### config.mk
export PLATFORM = sky130hd
export DESIGN_NAME = multicycle_control
export DESIGN_NICKNAME = d
export VERILOG_FILES = /design/src/rtl/multicycle_control.sv
export SDC_FILE = /design/constraint.sdc
export NUM_CORES = 1
export LEC_CHECK = 0
export CAP_MARGIN = 20
export CORE_ASPECT_RATIO = 1.1
export CORE_MARGIN = 5
export CORE_UTILIZATION = 51
export DETAILED_ROUTE_END_ITERATION = 8
export PLACE_DENSITY_LB_ADDON = 0.2
export SKIP_LAST_GASP = 1
export SYNTH_ARGS = -nofsm -noshare
export SYNTH_HDL_FRONTEND = slang
export SYNTH_SLANG_ARGS = --single-unit
export TNS_END_PERCENT = 30
### constraint.sdc
create_clock -name clk -period 2.6 [get_ports clk]
set_input_delay 0.26 -clock clk [delete_from_list [all_inputs] [get_ports clk]]
set_output_delay 0.26 -clock clk [all_outputs]
set_load 0.03 [all_outputs]
### src/rtl/multicycle_control.sv
// Main control FSM of the multicycle CPU: sequences fetch/decode/execute/memory/writeback and counts retired instructions.
// Optional feature: define ILLEGAL_TRAP_EN to trap unknown opcodes in TRAP instead of retiring them as NOPs.
module multicycle_control #(
  parameter int COUNT_W = 16
) (
  input  logic               clk,
  input  logic               rst,
  input  logic [6:0]         opcode,
  input  logic               zero,
  input  logic               mem_ready,
  output logic               pc_write,
  output logic               ir_write,
  output logic               mem_read,
  output logic               mem_write,
  output logic               i_or_d,
  output logic               reg_write,
  output logic               mem_to_reg,
  output logic               alu_src_a,
  output logic [1:0]         alu_src_b,
  output logic               pc_source,
  output logic               ALUOp1,
  output logic               ALUOp0,
  output logic [3:0]         state,
  output logic [COUNT_W-1:0] retired,
  output logic               illegal
);

  typedef enum logic [3:0] {
    S_INIT      = 4'd0,
    S_FETCH     = 4'd1,
    S_DECODE    = 4'd2,
    S_MEM_ADDR  = 4'd3,
    S_MEM_READ  = 4'd4,
    S_MEM_WB    = 4'd5,
    S_MEM_WRITE = 4'd6,
    S_EXECUTE   = 4'd7,
    S_ALU_WB    = 4'd8,
    S_BRANCH    = 4'd9,
    S_TRAP      = 4'd10
  } state_t;

  localparam logic [6:0] OP_LW  = 7'b0000011;
  localparam logic [6:0] OP_SW  = 7'b0100011;
  localparam logic [6:0] OP_R   = 7'b0110011;
  localparam logic [6:0] OP_BEQ = 7'b1100011;

  typedef struct packed {
    logic       fetch;
    logic       branch;
    logic       mem_read;
    logic       mem_write;
    logic       i_or_d;
    logic       reg_write;
    logic       mem_to_reg;
    logic       alu_src_a;
    logic [1:0] alu_src_b;
    logic       pc_source;
    logic [1:0] alu_op;
  } ctrl_t;

  state_t             state_q;
  ctrl_t              ctrl_q;
  logic [COUNT_W-1:0] retired_q;
  logic               nop_retire;

  function automatic logic known_op(input logic [6:0] op);
    return (op == OP_LW) || (op == OP_SW) || (op == OP_R) || (op == OP_BEQ);
  endfunction

  function automatic state_t next_state(input state_t s, input logic [6:0] op,
                                        input logic ready);
    state_t n;
    n = S_INIT;
    case (s)
      S_INIT:      n = S_FETCH;
      S_FETCH:     n = ready ? S_DECODE : S_FETCH;
      S_DECODE: begin
        case (op)
          OP_LW, OP_SW: n = S_MEM_ADDR;
          OP_R:         n = S_EXECUTE;
          OP_BEQ:       n = S_BRANCH;
`ifdef ILLEGAL_TRAP_EN
          default:      n = S_TRAP;
`else
          default:      n = S_FETCH;
`endif
        endcase
      end
      S_MEM_ADDR:  n = (op == OP_SW) ? S_MEM_WRITE : S_MEM_READ;
      S_MEM_READ:  n = ready ? S_MEM_WB : S_MEM_READ;
      S_MEM_WB:    n = S_FETCH;
      S_MEM_WRITE: n = ready ? S_FETCH : S_MEM_WRITE;
      S_EXECUTE:   n = S_ALU_WB;
      S_ALU_WB:    n = S_FETCH;
      S_BRANCH:    n = S_FETCH;
      S_TRAP:      n = S_TRAP;
      default:     n = S_INIT;
    endcase
    return n;
  endfunction

  // Moore control word for a state; loaded together with the state so outputs come straight from flops.
  function automatic ctrl_t decode_ctrl(input state_t s);
    ctrl_t c;
    c = '0;
    case (s)
      S_FETCH: begin
        c.fetch     = 1'b1;
        c.mem_read  = 1'b1;
        c.alu_src_b = 2'b01;
      end
      S_DECODE:    c.alu_src_b = 2'b11;
      S_MEM_ADDR: begin
        c.alu_src_a = 1'b1;
        c.alu_src_b = 2'b10;
      end
      S_MEM_READ: begin
        c.mem_read = 1'b1;
        c.i_or_d   = 1'b1;
      end
      S_MEM_WB: begin
        c.reg_write  = 1'b1;
        c.mem_to_reg = 1'b1;
      end
      S_MEM_WRITE: begin
        c.mem_write = 1'b1;
        c.i_or_d    = 1'b1;
      end
      S_EXECUTE: begin
        c.alu_src_a = 1'b1;
        c.alu_op    = 2'b10;
      end
      S_ALU_WB:    c.reg_write = 1'b1;
      S_BRANCH: begin
        c.branch    = 1'b1;
        c.alu_src_a = 1'b1;
        c.alu_op    = 2'b01;
        c.pc_source = 1'b1;
      end
      default:     c = '0;
    endcase
    return c;
  endfunction

  function automatic logic retire_now(input state_t s, input logic ready,
                                      input logic nop);
    logic r;
    case (s)
      S_MEM_WB, S_ALU_WB, S_BRANCH: r = 1'b1;
      S_MEM_WRITE:                  r = ready;
      S_DECODE:                     r = nop;
      default:                      r = 1'b0;
    endcase
    return r;
  endfunction

`ifdef ILLEGAL_TRAP_EN
  assign nop_retire = 1'b0;
`else
  assign nop_retire = (state_q == S_DECODE) && !known_op(opcode);
`endif

  always_ff @(posedge clk or posedge rst) begin
    if (rst) begin
      state_q   <= S_INIT;
      ctrl_q    <= '0;
      retired_q <= '0;
    end else begin
      state_q <= next_state(state_q, opcode, mem_ready);
      ctrl_q  <= decode_ctrl(next_state(state_q, opcode, mem_ready));
      if (retire_now(state_q, mem_ready, nop_retire))
        retired_q <= retired_q + 1'b1;
    end
  end

`ifdef ILLEGAL_TRAP_EN
  logic illegal_q;

  // Sticky: only reset clears it, and TRAP is never left without reset anyway.
  always_ff @(posedge clk or posedge rst) begin
    if (rst)
      illegal_q <= 1'b0;
    else if (next_state(state_q, opcode, mem_ready) == S_TRAP)
      illegal_q <= 1'b1;
  end

  assign illegal = illegal_q;
`else
  assign illegal = 1'b0;
`endif

  // FETCH loads IR and PC+4 only on the cycle memory delivers; BRANCH loads PC only when equal.
  assign ir_write   = ctrl_q.fetch & mem_ready;
  assign pc_write   = (ctrl_q.fetch & mem_ready) | (ctrl_q.branch & zero);
  assign mem_read   = ctrl_q.mem_read;
  assign mem_write  = ctrl_q.mem_write;
  assign i_or_d     = ctrl_q.i_or_d;
  assign reg_write  = ctrl_q.reg_write;
  assign mem_to_reg = ctrl_q.mem_to_reg;
  assign alu_src_a  = ctrl_q.alu_src_a;
  assign alu_src_b  = ctrl_q.alu_src_b;
  assign pc_source  = ctrl_q.pc_source;
  assign ALUOp1     = ctrl_q.alu_op[1];
  assign ALUOp0     = ctrl_q.alu_op[0];
  assign state      = state_q;
  assign retired    = retired_q;

endmodule

# [Word-level counts from Yosys, hierarchy flattened]
# Cells that the tools add are included.
[op_classes] add_sub_neg=1 eq_ne=23 mux=17 n_bitwise=3 n_reduce_logical=13
[op_table] operator="$eq 4x3->1 const B" n=8
[op_table] operator="$pmux 4 s8" n=1
[op_table] operator="$eq 4x4->1 const B" n=5
[op_table] operator="$add 16x1->16 const B" n=1
[op_table] operator="$eq 4x2->1 const B" n=4
[op_table] operator="$eq 7x6->1 const B" n=2
[op_table] operator="$pmux 4 s3" n=1
[op_table] operator="$mux 1" n=9
[op_table] operator="$eq 4x1->1 const B" n=2
[op_table] operator="$reduce_or 2->1" n=4
[op_table] operator="$eq 7x2->1 const B" n=1
[op_table] operator="$eq 7x7->1 const B" n=1
[op_table] operator="$pmux 2 s3" n=1
[op_table] operator="$reduce_or 3->1" n=2
[op_table] operator="$logic_not 4->1" n=1
[op_table] operator="$mux 2" n=2
[op_table] operator="$pmux 2 s2" n=1
[op_table] operator="$reduce_or 4->1" n=1
[op_table] operator="$logic_or 1x1->1" n=3
[op_table] operator="$mux 3" n=1
[op_table] operator="$pmux 1 s3" n=1
[op_table] operator="$and 1x1->1" n=2
[op_table] operator="$logic_and 1x1->1" n=1
[op_table] operator="$logic_not 1->1" n=1
[op_table] operator="$or 1x1->1" n=1
[totals] reg_bits=32 inputBits=11 output_inout_bits=34 elab_cells=69

# [Depth between registers and ports, before layout]
# Gate-level depths: netlist of run 1.
[depth] word_depth=7 mapped_depth=7 ltp_nobuf=6

# [Worst setup path before layout of run 1]
# OpenSTA, ideal clock, no wires.
[synth_path] kind="register -> register" startpoint="register state_q[3] (netlist: state[3])" endpoint="register retired_q[9] (netlist: retired[9])" setup_ps=134 arrival_ps=1550 required_time_ps=2466 slack_ps=917 path_stages_with_launch=7 path_buffers=2 period_less_slack_ps=1683 cell_sequence="dfrtp_1 > buf_4 > nor3b_1 > a211o_4 > buf_6 > nand4_2 > xnor2_1"
[synth_via] elab_chain_len=3 word_cells_on_any_way=8 classes_between="eq/ne: 5; mux: 1; reduce/logical: 2"
[synth_rtl] item="from (decl)" line_no="61" text="state_t state_q;"
[synth_rtl] item="from (signal assigned)" line_no="169" text="state_q <= next_state(state_q, opcode, mem_ready);"
[synth_rtl] item="$eq 4x3->1, or another cell as far along" line_no="148" text="case (s)"
[synth_rtl] item="$reduce_or 3->1 / $logic_and 1x1->1 (equally long branches)" line_no="148, 160"
[synth_rtl] item="$pmux 1 s3 (*)" line_no="148"
[synth_rtl] item="to (signal assigned)" line_no="172" text="retired_q <= retired_q + 1'b1;"
[synth_rtl] item="to (decl)" line_no="63" text="logic [COUNT_W-1:0] retired_q;"
# Every way passes the cells marked *; elsewhere a longest branch is shown, timed or not.
# A chain may end at the register's enable or synchronous reset.

# [Worst setup path after layout of run 1]
[layout_path] startpoint="input port mem_ready" endpoint="output port pc_write"
[layout_via] elab_chain_len=2
[layout_rtl] item="from (decl)" line_no="10" text="input logic mem_ready,"
[layout_rtl] item="$and 1x1->1" line_no="194" text="assign pc_write = (ctrl_q.fetch & mem_ready) | (ctrl_q.branch & zero);"
[layout_rtl] item="$or 1x1->1" line_no="194"
[layout_rtl] item="to (decl)" line_no="11" text="output logic pc_write,"
# Every way passes these cells.

==> results of run 1 <==
power by group through the flow:
stage               Combinational [W]  Sequential (W)  Clock (W)
floorplan                    0.000502        0.000856          0
global placement             0.000866        0.000740          0
detailed placement           0.000884        0.000744          0
CTS                          0.000889        0.000735   0.000406
global route                 0.000945        0.000756   0.000426
finish                       0.000878        0.000736   0.000395
cell type report:
cell class / count / area share
Clock buffer: 6 / 0.0245
Clock inverter: 2 / 0.0167
Timing Repair Buffer: 44 / 0.209
Sequential cell: 31 / 0.371
Tap cell: 34 / 0.0203
Inverter: 7 / 0.0126
Multi-Input combinational cell: 103 / 0.346
cells in the final DEF (no fill, tap or decap), types with 2 or more instances in the layout:
cell / count
a21oi_1: 5
and2_1: 2
and3_1: 6
and4_1: 2
and4bb_2: 2
clkbuf_4: 5
clkdlybuf4s50_1: 43
dfrtp_1: 31
inv_1: 7
nand2_1: 12
nand2b_1: 4
nand3_1: 7
nand4_1: 7
nand4_2: 2
nor2_1: 8
nor2b_1: 2
nor3b_1: 4
o21ai_0: 4
xnor2_1: 14
xor2_1: 2
metal layers:
metal  vias to the layer above  global-route usage  routed length [um]
met5                         -                   0                   0
met4                         0              0.0883                  80
met3                        11              0.0648                 294
met2                        54               0.266                1520
met1                       615               0.187                1380
li1                        601                   -                   -
logic make-up (layout without fill, tap and decap cells):
| kind of cell | Yosys count | count (layout) | share of synthesized area |
|---|---|---|---|
| AND/OR/NAND/NOR | 67 | 67 | 0.266 |
| flip-flops | 31 | 31 | 0.486 |
| AO/OA/AOI/OAI | 17 | 17 | 0.0824 |
| XOR/XNOR | 16 | 16 | 0.0878 |
| buffers and inverters | 16 | 59 | 0.0604 |
| adder cells (fa/ha/maj) | 1 | 1 | 0.00784 |
| other | 1 | 1 | 0.00235 |
| multiplexers | 1 | 1 | 0.00706 |
synthesized netlist by cell type:
cell	number	area share
and4_1	2	0.011
buf_2	2	0.0063
o211ai_1	1	0.0047
nand2b_1	4	0.016
nand4_2	2	0.016
nor4b_4	1	0.015
nand3b_1	1	0.0047
nand3_2	1	0.0063
a2bb2oi_1	1	0.0055
nand3_1	7	0.022
or3_1	1	0.0039
dfrtp_1	31	0.49
a21o_1	1	0.0047
nand2_1	12	0.028
a21oi_1	5	0.016
or3b_2	1	0.0055
mux2_2	1	0.0071
and2_1	2	0.0078
nor2b_1	2	0.0078
nor2_1	8	0.019
o21ai_0	4	0.013
ha_1	1	0.0078
and2b_1	1	0.0047
conb_1	1	0.0024
o211ai_2	1	0.0078
and3b_1	1	0.0055
nand4_1	7	0.027
or2_0	1	0.0039
xnor2_1	14	0.077
a21boi_0	1	0.0047
a221oi_1	1	0.0055
buf_6	2	0.014
o32ai_2	1	0.010
and3_1	6	0.024
a211o_4	1	0.011
buf_4	5	0.024
and4bb_2	2	0.016
or2_2	1	0.0039
nor3b_1	4	0.019
inv_1	7	0.016
xor2_1	2	0.011
worst paths after layout:
kind	end	from	slack (ns)
worst max-delay path	pc_write	mem_ready	0.55
worst min-delay path	retired[8]	rst	0.30
worst max register to register	mem_read	state[3]	0.83
worst min register to register	retired[15]	retired[15]	0.48
max in group asynchronous	reg_write	rst	2.00
min in group clk	retired[15]	retired[15]	0.48
metrics by stage:
step	power, W	util	worst slack (ns)
6_report	0.00201	0.692	0.546
5_1_grt	0.00213	0.692	0.478
4_1_cts	0.00203	0.692	0.538
3_5_place_dp	0.00163	0.664	0.539
3_3_place_gp	0.00161	0.664	0.561
2_1_floorplan	0.00136	-	0.917
critical path, cell delays in order:
cell	delay [ns]
clkdlybuf4s50_1	0.60
and2_1	0.19
a21o_1	0.08
clkdlybuf4s50_1	0.66
==> impl_metrics.ini, run 1 <==
[timing]
setup_viol = 0
fmax_mhz = 487
timing.final.crit_share = 0.790
finalHoldViolations = 0
rsz0062_at_grt = false
holdWs_ns = 0.297
fin_skew_ns = 0.0212
tns_ns = 0
period_needed_ns = 2.05
slew_violations = 0

[power]
p_per_area_nw_per_um2 = 960
netSwitchingPower_w = 0.000806
p_leak_nw = 0.934
p_int_w = 0.00120
combPwrFrac = 0.437
switching_share = 0.401
vdd.ir_drop.worst_v = 0.000819
power.share.clock = 0.197
seqPwrFrac = 0.366

[critical_path]
ff2ff_path_depth = 5
cp_max_fo = 8
worst_setup_path_start_kind = input pin
critPathArrivalTime_ns = 1.79
crit_type = in2out
crit_required_ns = 2.34
end_kind = primary output

[die]
chipHeight_um = 68.7
core_um2 = 3020
std_cell_rows = 21
die_area_um2 = 4350
die_w_um = 63.3
ios = 45
initial_core_util = 0.528

[final_layout]
multiInputGateArea_um2 = 723
design_area_um2 = 2090
instances_no_fill = 227
area_growth_pct = 31.1
largest_register_ffs = 16
nNetsFinal = 204
drive_gt1_frac = 0.109
seqCellArea_um2 = 776
fillers = 239
antenna_cells = 0

[grt]
grt_pass1_vias = 1219
grt_start_max_net_pins = 32
grt_usage = 0.164
grt-ovfl-total = 0
antenna_found_initial = 0
grt_pass1_wl_mm = 5.60

[cts]
ctsHoldBuffers = 0
htreeDepth = 2
cts-root-buf = clkbuf_4
clkTransAtPathRegs_ns = 0.12
insertion_delay_ns = 0.33
post-cts-setup-buffers = 0
post_cts_resized = 0
numCtsBuffers = 5
cts.sinks = 31
cts_tree = done
clk_path_buf_depth = 2

[place]
io_buffers = 43
place_inst = 219
dp_hpwl_mm = 2.38
place_area_um2 = 2010
gp_congestion = 0.776

[synth]
avgSynthCellArea_um2 = 10.6
yosysSeqAreaShare = 0.486
syn-num-nets = 162
synth_cell_type_count = 41
yosys_register_bits = 31
syn_area_um2 = 1600
yosysWarnings = 0
syn_inst = 150

[drt]
drc_errors = 0
viasPerCell = 5.64
vias = 1281
wl_per_cell_um = 14.4
drtIter0Drc = 56
wirelength_mm = 3.27
first_pass_iters = 4
postRouteAntennaNets = 0

[worst_hold_path]
holdCritPathClass = in2async

[flow_run]
cap_violations = 0

[status]
outcome = completed
(Power assumes the default switching activity.)
==> inputs of run 2 (changes only) <==
--- a/config.mk
+++ b/config.mk
@@ -8,7 +8,7 @@
 export CAP_MARGIN = 20
 export CORE_ASPECT_RATIO = 1.1
 export CORE_MARGIN = 5
-export CORE_UTILIZATION = 51
+export CORE_UTILIZATION = 43
 export DETAILED_ROUTE_END_ITERATION = 8
 export PLACE_DENSITY_LB_ADDON = 0.2
 export SKIP_LAST_GASP = 1
==> constraint.sdc (replaced) <==
create_clock -name clk -period 1.8 [get_ports clk]
set_input_delay 0.18 -clock clk [delete_from_list [all_inputs] [get_ports clk]]
set_output_delay 0.18 -clock clk [all_outputs]
set_load 0.03 [all_outputs]
==> run 2 against run 1 <==
Against the previous run: routed wire length is 4.1% higher; sequential power rose by 44%; register-to-register slack worse by 0.70 ns; combinational power is 57% higher; critical path depth down 3; highest routed layer unchanged; utilization shrank 8.6 points; critical endpoint is now state[2]; largest cell class unchanged; first-iteration DRC count up 41%; critical path type is now reg2out; hold slack worse by 0.0055 ns; cell count rose by 12%; final area up 5.0%.
==> impl_metrics.ini, run 2 (synthesized netlist as in run 1, its figures left out) <==
[status]
outcome = completed

[critical_path]
path_cells = clkdlybuf4s50_1
critPathMaxStageDelay_ns = 0.72
end_kind = primary output
critPathArrivalTime_ns = 1.51
worst_setup_path_start_kind = flop
crit_slowest_cell = clkdlybuf4s50_1
cp_max_fo = 13
crit_type = reg2out
crit_family = buffers and inverters
crit_required_ns = 1.62
path_buf_inv = 1

[place]
io_buffers = 43
place_inst = 245
place_area_um2 = 2100
dp_hpwl_mm = 2.49
gp_congestion = 0.829

[die]
chipHeight_um = 73.9
std_cell_rows = 23
die_area_um2 = 5030
ios = 45
core_um2 = 3630
initial_core_util = 0.440
die_w_um = 68.1

[final_layout]
largest_register_ffs = 16
design_area_um2 = 2200
antenna_cells = 0
area_growth_pct = 37.7
nNetsFinal = 216
drive_gt1_frac = 0.180
instances_no_fill = 255
final_cell_mix = clkdlybuf4s50_1 (41), dfrtp_1 (27), buf_4 (15), xnor2_1 (14), nand2_1 (12)
layout_commonest_cell = clkdlybuf4s50_1

[cts]
numCtsBuffers = 5
clkTransAtPathRegs_ns = 0.06
cts_tree = done
clk_path_buf_depth = 2
cts.sinks = 31
cts-root-buf = clkbuf_8
htreeDepth = 2
insertion_delay_ns = 0.28
ctsHoldBuffers = 0

[power]
p_total_w = 0.00296
vdd.ir_drop.worst_v = 0.000777
combPwrFrac = 0.468
switching_share = 0.402
seqPwrFrac = 0.357
netSwitchingPower_w = 0.00119
p_int_w = 0.00177
power.share.clock = 0.174
p_per_area_nw_per_um2 = 1350
p_leak_nw = 0.985

[drt]
vias = 1253
viasPerCell = 4.91
drtIter0Drc = 79
wl_per_cell_um = 13.3
drc_errors = 0
wirelength_mm = 3.40
postRouteAntennaNets = 0
first_pass_iters = 4

[grt]
grt_start_max_net_pins = 32
grt-ovfl-total = 0
grt_pass1_vias = 1250
antenna_found_initial = 0
grt_usage = 0.150
grt_pass1_wl_mm = 5.68

[timing]
finalHoldViolations = 0
tns_ns = 0
slew_violations = 0
holdWs_ns = 0.291
timing.final.crit_share = 0.937
fmax_mhz = 593
setup_viol = 0
period_needed_ns = 1.69
fin_skew_ns = 0.00601
rsz0062_at_grt = false

[worst_hold_path]
holdCritPathClass = in2async

[flow_run]
cap_violations = 0
-- run 2: cell types whose count changed in the layout (fill, tap and decap cells not counted), sizes merged --
| cell | before | now |
|---|---|---|
| buf | 1 | 15 |
| clkdlybuf4s50 | 43 | 41 |
| bufinv | 1 | 0 |
| clkbuf | 6 | 7 |
-- run 2: path summary, 6_finish.rpt --
check / cells past startpoint / slack (ns) / start / endpoint
hold / removal: 3 / 0.29 / rst / ctrl_q[12]
setup / recovery: 1 / 0.11 / state[2] / state[2]
max in group asynchronous: 3 / 1.21 / rst / state[0]
min in group clk: 1 / 0.47 / retired[15] / retired[15]
hold reg to reg: 1 / 0.47 / retired[15] / retired[15]
setup reg to reg: 5 / 0.13 / state[3] / mem_read
-- run 2: worst reg2reg max path, cell delays in order (launching register included) --
cell and delay [ns]:
dfrtp_2 0.47, nor4b_4 0.36, nand3_1 0.15, o32ai_2 0.29, nand2_1 0.15, a21oi_1 0.17
-- run 2: power by group through the flow --
stage	Combinational, W	Clock (W)	Sequential, W
final	0.00138	0.000515	0.00106
after global routing	0.00149	0.000561	0.00109
after CTS	0.00135	0.000536	0.00107
after detailed placement	0.00134	0	0.00108
after global placement	0.00132	0	0.00107
after floorplan	0.000725	0	0.00124
-- run 2: metrics by stage --
| stage | setup WS (ns) | util |
|---|---|---|
| 6_report | 0.113 | 0.606 |
| 4_1_cts | -0.0319 | 0.601 |
| 3_5_place_dp | -0.0591 | 0.578 |
| 3_3_place_gp | -0.0292 | 0.578 |
| 5_1_grt | 0.0254 | 0.606 |
| 2_1_floorplan | 0.117 | - |
-- run 2: layer usage --
metal  up-vias  share of wire  track usage
met5         -              0            0
met1       580           0.44        0.197
met4         0          0.012       0.0464
met2        45           0.47        0.234
li1        622              -            -
met3         6          0.075       0.0459
-- run 2: timing repair --
item	CTS	global route
hold endpoints to repair	0	0
buffers inserted	0	2
setup endpoints to repair	3	7
pin swaps	0	1
gates resized for setup	1	3
-- run 2: cell type report --
class                           count  area [um2]
Fill cell                         348        1430
Sequential cell                    31         781
Multi-Input combinational cell    103         723
Timing Repair Buffer               56         523
Clock buffer                        7        76.3
Tap cell                           50        62.6
Inverter                            7        26.3
Clock inverter                      1        5.00
==> inputs of run 3 (changes only) <==
--- a/config.mk
+++ b/config.mk
@@ -5,12 +5,11 @@
 export SDC_FILE = /design/constraint.sdc
 export NUM_CORES = 1
 export LEC_CHECK = 0
-export CAP_MARGIN = 20
 export CORE_ASPECT_RATIO = 1.1
 export CORE_MARGIN = 5
 export CORE_UTILIZATION = 43
 export DETAILED_ROUTE_END_ITERATION = 8
-export PLACE_DENSITY_LB_ADDON = 0.2
+export PLACE_DENSITY = 0.72
 export SKIP_LAST_GASP = 1
 export SYNTH_ARGS = -nofsm -noshare
 export SYNTH_HDL_FRONTEND = slang
==> run 3 against run 2 <==
Against the previous run: clock-buffer cell count fell by 1; worst setup slack got worse by 0.068 ns; power rose by 6.1%; first-iteration DRC count fell by 67%; largest power group unchanged; critical path depth did not move; sequential power barely moved; non-clock buffer count did not move; clock power rose by 36%; utilization rose by 0.93 points; register-to-register slack got worse by 0.02 ns; cell count did not move; global-route usage rose by 0.60 points.
==> impl_metrics.ini, run 3 (synthesized netlist as in run 1, its figures left out) <==
[grt]
grt_pass1_wl_mm = 5.91
antenna_found_initial = 0
grt-ovfl-total = 0
grt_start_max_net_pins = 32
grt_usage = 0.156
grt_pass1_vias = 1307

[drt]
wl_per_cell_um = 14.4
route.met2.wl_mm = 1.79
first_pass_iters = 4
wirelength_mm = 3.67
wl_met1_mm = 1.60
drtIter0Drc = 26
drc_errors = 0
dr_wl_met3_um = 208
top_layer = met4
postRouteAntennaNets = 0
vias = 1308
viasPerCell = 5.13

[timing]
slew_violations = 0
holdWs_ns = 0.284
fin_skew_ns = 0.00840
period_needed_ns = 1.76
setup_viol = 0
fmax_mhz = 570
timing.final.crit_share = 0.975
finalHoldViolations = 0
rsz0062_at_grt = false

[critical_path]
ff2ff_path_depth = 3
end_kind = primary output
crit_type = reg2out
r2r-end = retired[1]
cp_max_fo = 11
path_cells = clkdlybuf4s50_1
path_buf_inv = 1
crit_required_ns = 1.62
worst_setup_path_start_kind = flop
crit_slowest_cell = clkdlybuf4s50_1
r2r-start = state[1]
critPathMaxStageDelay_ns = 0.75
critPathArrivalTime_ns = 1.58
crit_family = buffers and inverters
rrSetupSlack_ns = 0.11

[power]
seqPwrFrac = 0.342
netSwitchingPower_w = 0.00121
p_per_area_nw_per_um2 = 1410
p_int_w = 0.00193
combPwrFrac = 0.435
p_leak_nw = 1.01
power.share.clock = 0.223
switching_share = 0.385
vdd.ir_drop.worst_v = 0.000934
p_total_w = 0.00314

[cts]
cts-root-buf = clkbuf_8
clkTransAtPathRegs_ns = 0.06
post-cts-setup-buffers = 0
cts.sinks = 31
htreeDepth = 2
ctsHoldBuffers = 0
numCtsBuffers = 5
insertion_delay_ns = 0.28
cts_tree = done
clk_path_buf_depth = 2

[die]
chipHeight_um = 73.9
die_w_um = 68.1
die_area_um2 = 5030
core_um2 = 3630
initial_core_util = 0.440
ios = 45
std_cell_rows = 23

[final_layout]
largest_register_ffs = 16
drive_gt1_frac = 0.180
antenna_cells = 0
final_cell_mix = clkdlybuf4s50_1 (41), dfrtp_1 (29), buf_4 (15), xnor2_1 (14), nand2_1 (12)
layout_commonest_cell = clkdlybuf4s50_1
area_growth_pct = 39.8
nNetsFinal = 216
design_area_um2 = 2230
fin_util = 0.615

[status]
outcome = completed

[place]
place_area_um2 = 2110
dp_hpwl_mm = 2.69
gp_congestion = 0.770
io_buffers = 43

[worst_hold_path]
holdCritPathClass = in2async

[flow_run]
cap_violations = 0
[run 3: through the flow]
stage               std cells  worst slack [ns]  TNS, ns
CTS                       255           -0.0303  -0.0303
finish                    255            0.0443        0
detailed placement        247           -0.0904   -0.243
global placement          247           -0.0272  -0.0682
floorplan                 150             0.117        0
global route              255           0.00670        0
[run 3: cell type report]
cell class,instances,area (um2)
Clock buffer,6,82.6
Tap cell,50,62.6
Sequential cell,31,778
Clock inverter,2,35.0
Multi-Input combinational cell,103,723
Fill cell,305,1400
Inverter,7,26.3
Timing Repair Buffer,56,523
[run 3: layer usage]
layer  vias to the layer above  global-route usage
met2                        47               0.270
met5                         -                   0
met3                        11              0.0428
met1                       628               0.177
li1                        622                   -
met4                         0              0.0662
[run 3: worst max path at each step]
stage               from            to  slack [ns]  cells past startpoint
2_1_floorplan   state[3]    retired[9]        0.12                      6
3_3_place_gp   opcode[5]    retired[1]       -0.03                      5
3_5_place_dp   mem_ready  alu_src_b[0]       -0.09                      6
4_1_cts         state[2]      state[2]       -0.03                      1
5_1_grt         state[1]      state[1]       0.007                      1
6_report        state[1]      state[1]        0.04                      1
[run 3: power by group through the flow]
stage,clock network (W),registers (W),logic [W]
floorplan,0,0.00124,0.000725
global route,0.000745,0.00110,0.00147
finish,0.000699,0.00107,0.00136
CTS,0.000718,0.00107,0.00138
global placement,0,0.00106,0.00134
detailed placement,0,0.00108,0.00137
[run 3: what timing repair did]
action | 4_1_cts | 5_1_grt
resized for setup | 1 | 1
setup endpoints to repair | 2 | 3
hold endpoints to repair | 0 | 0
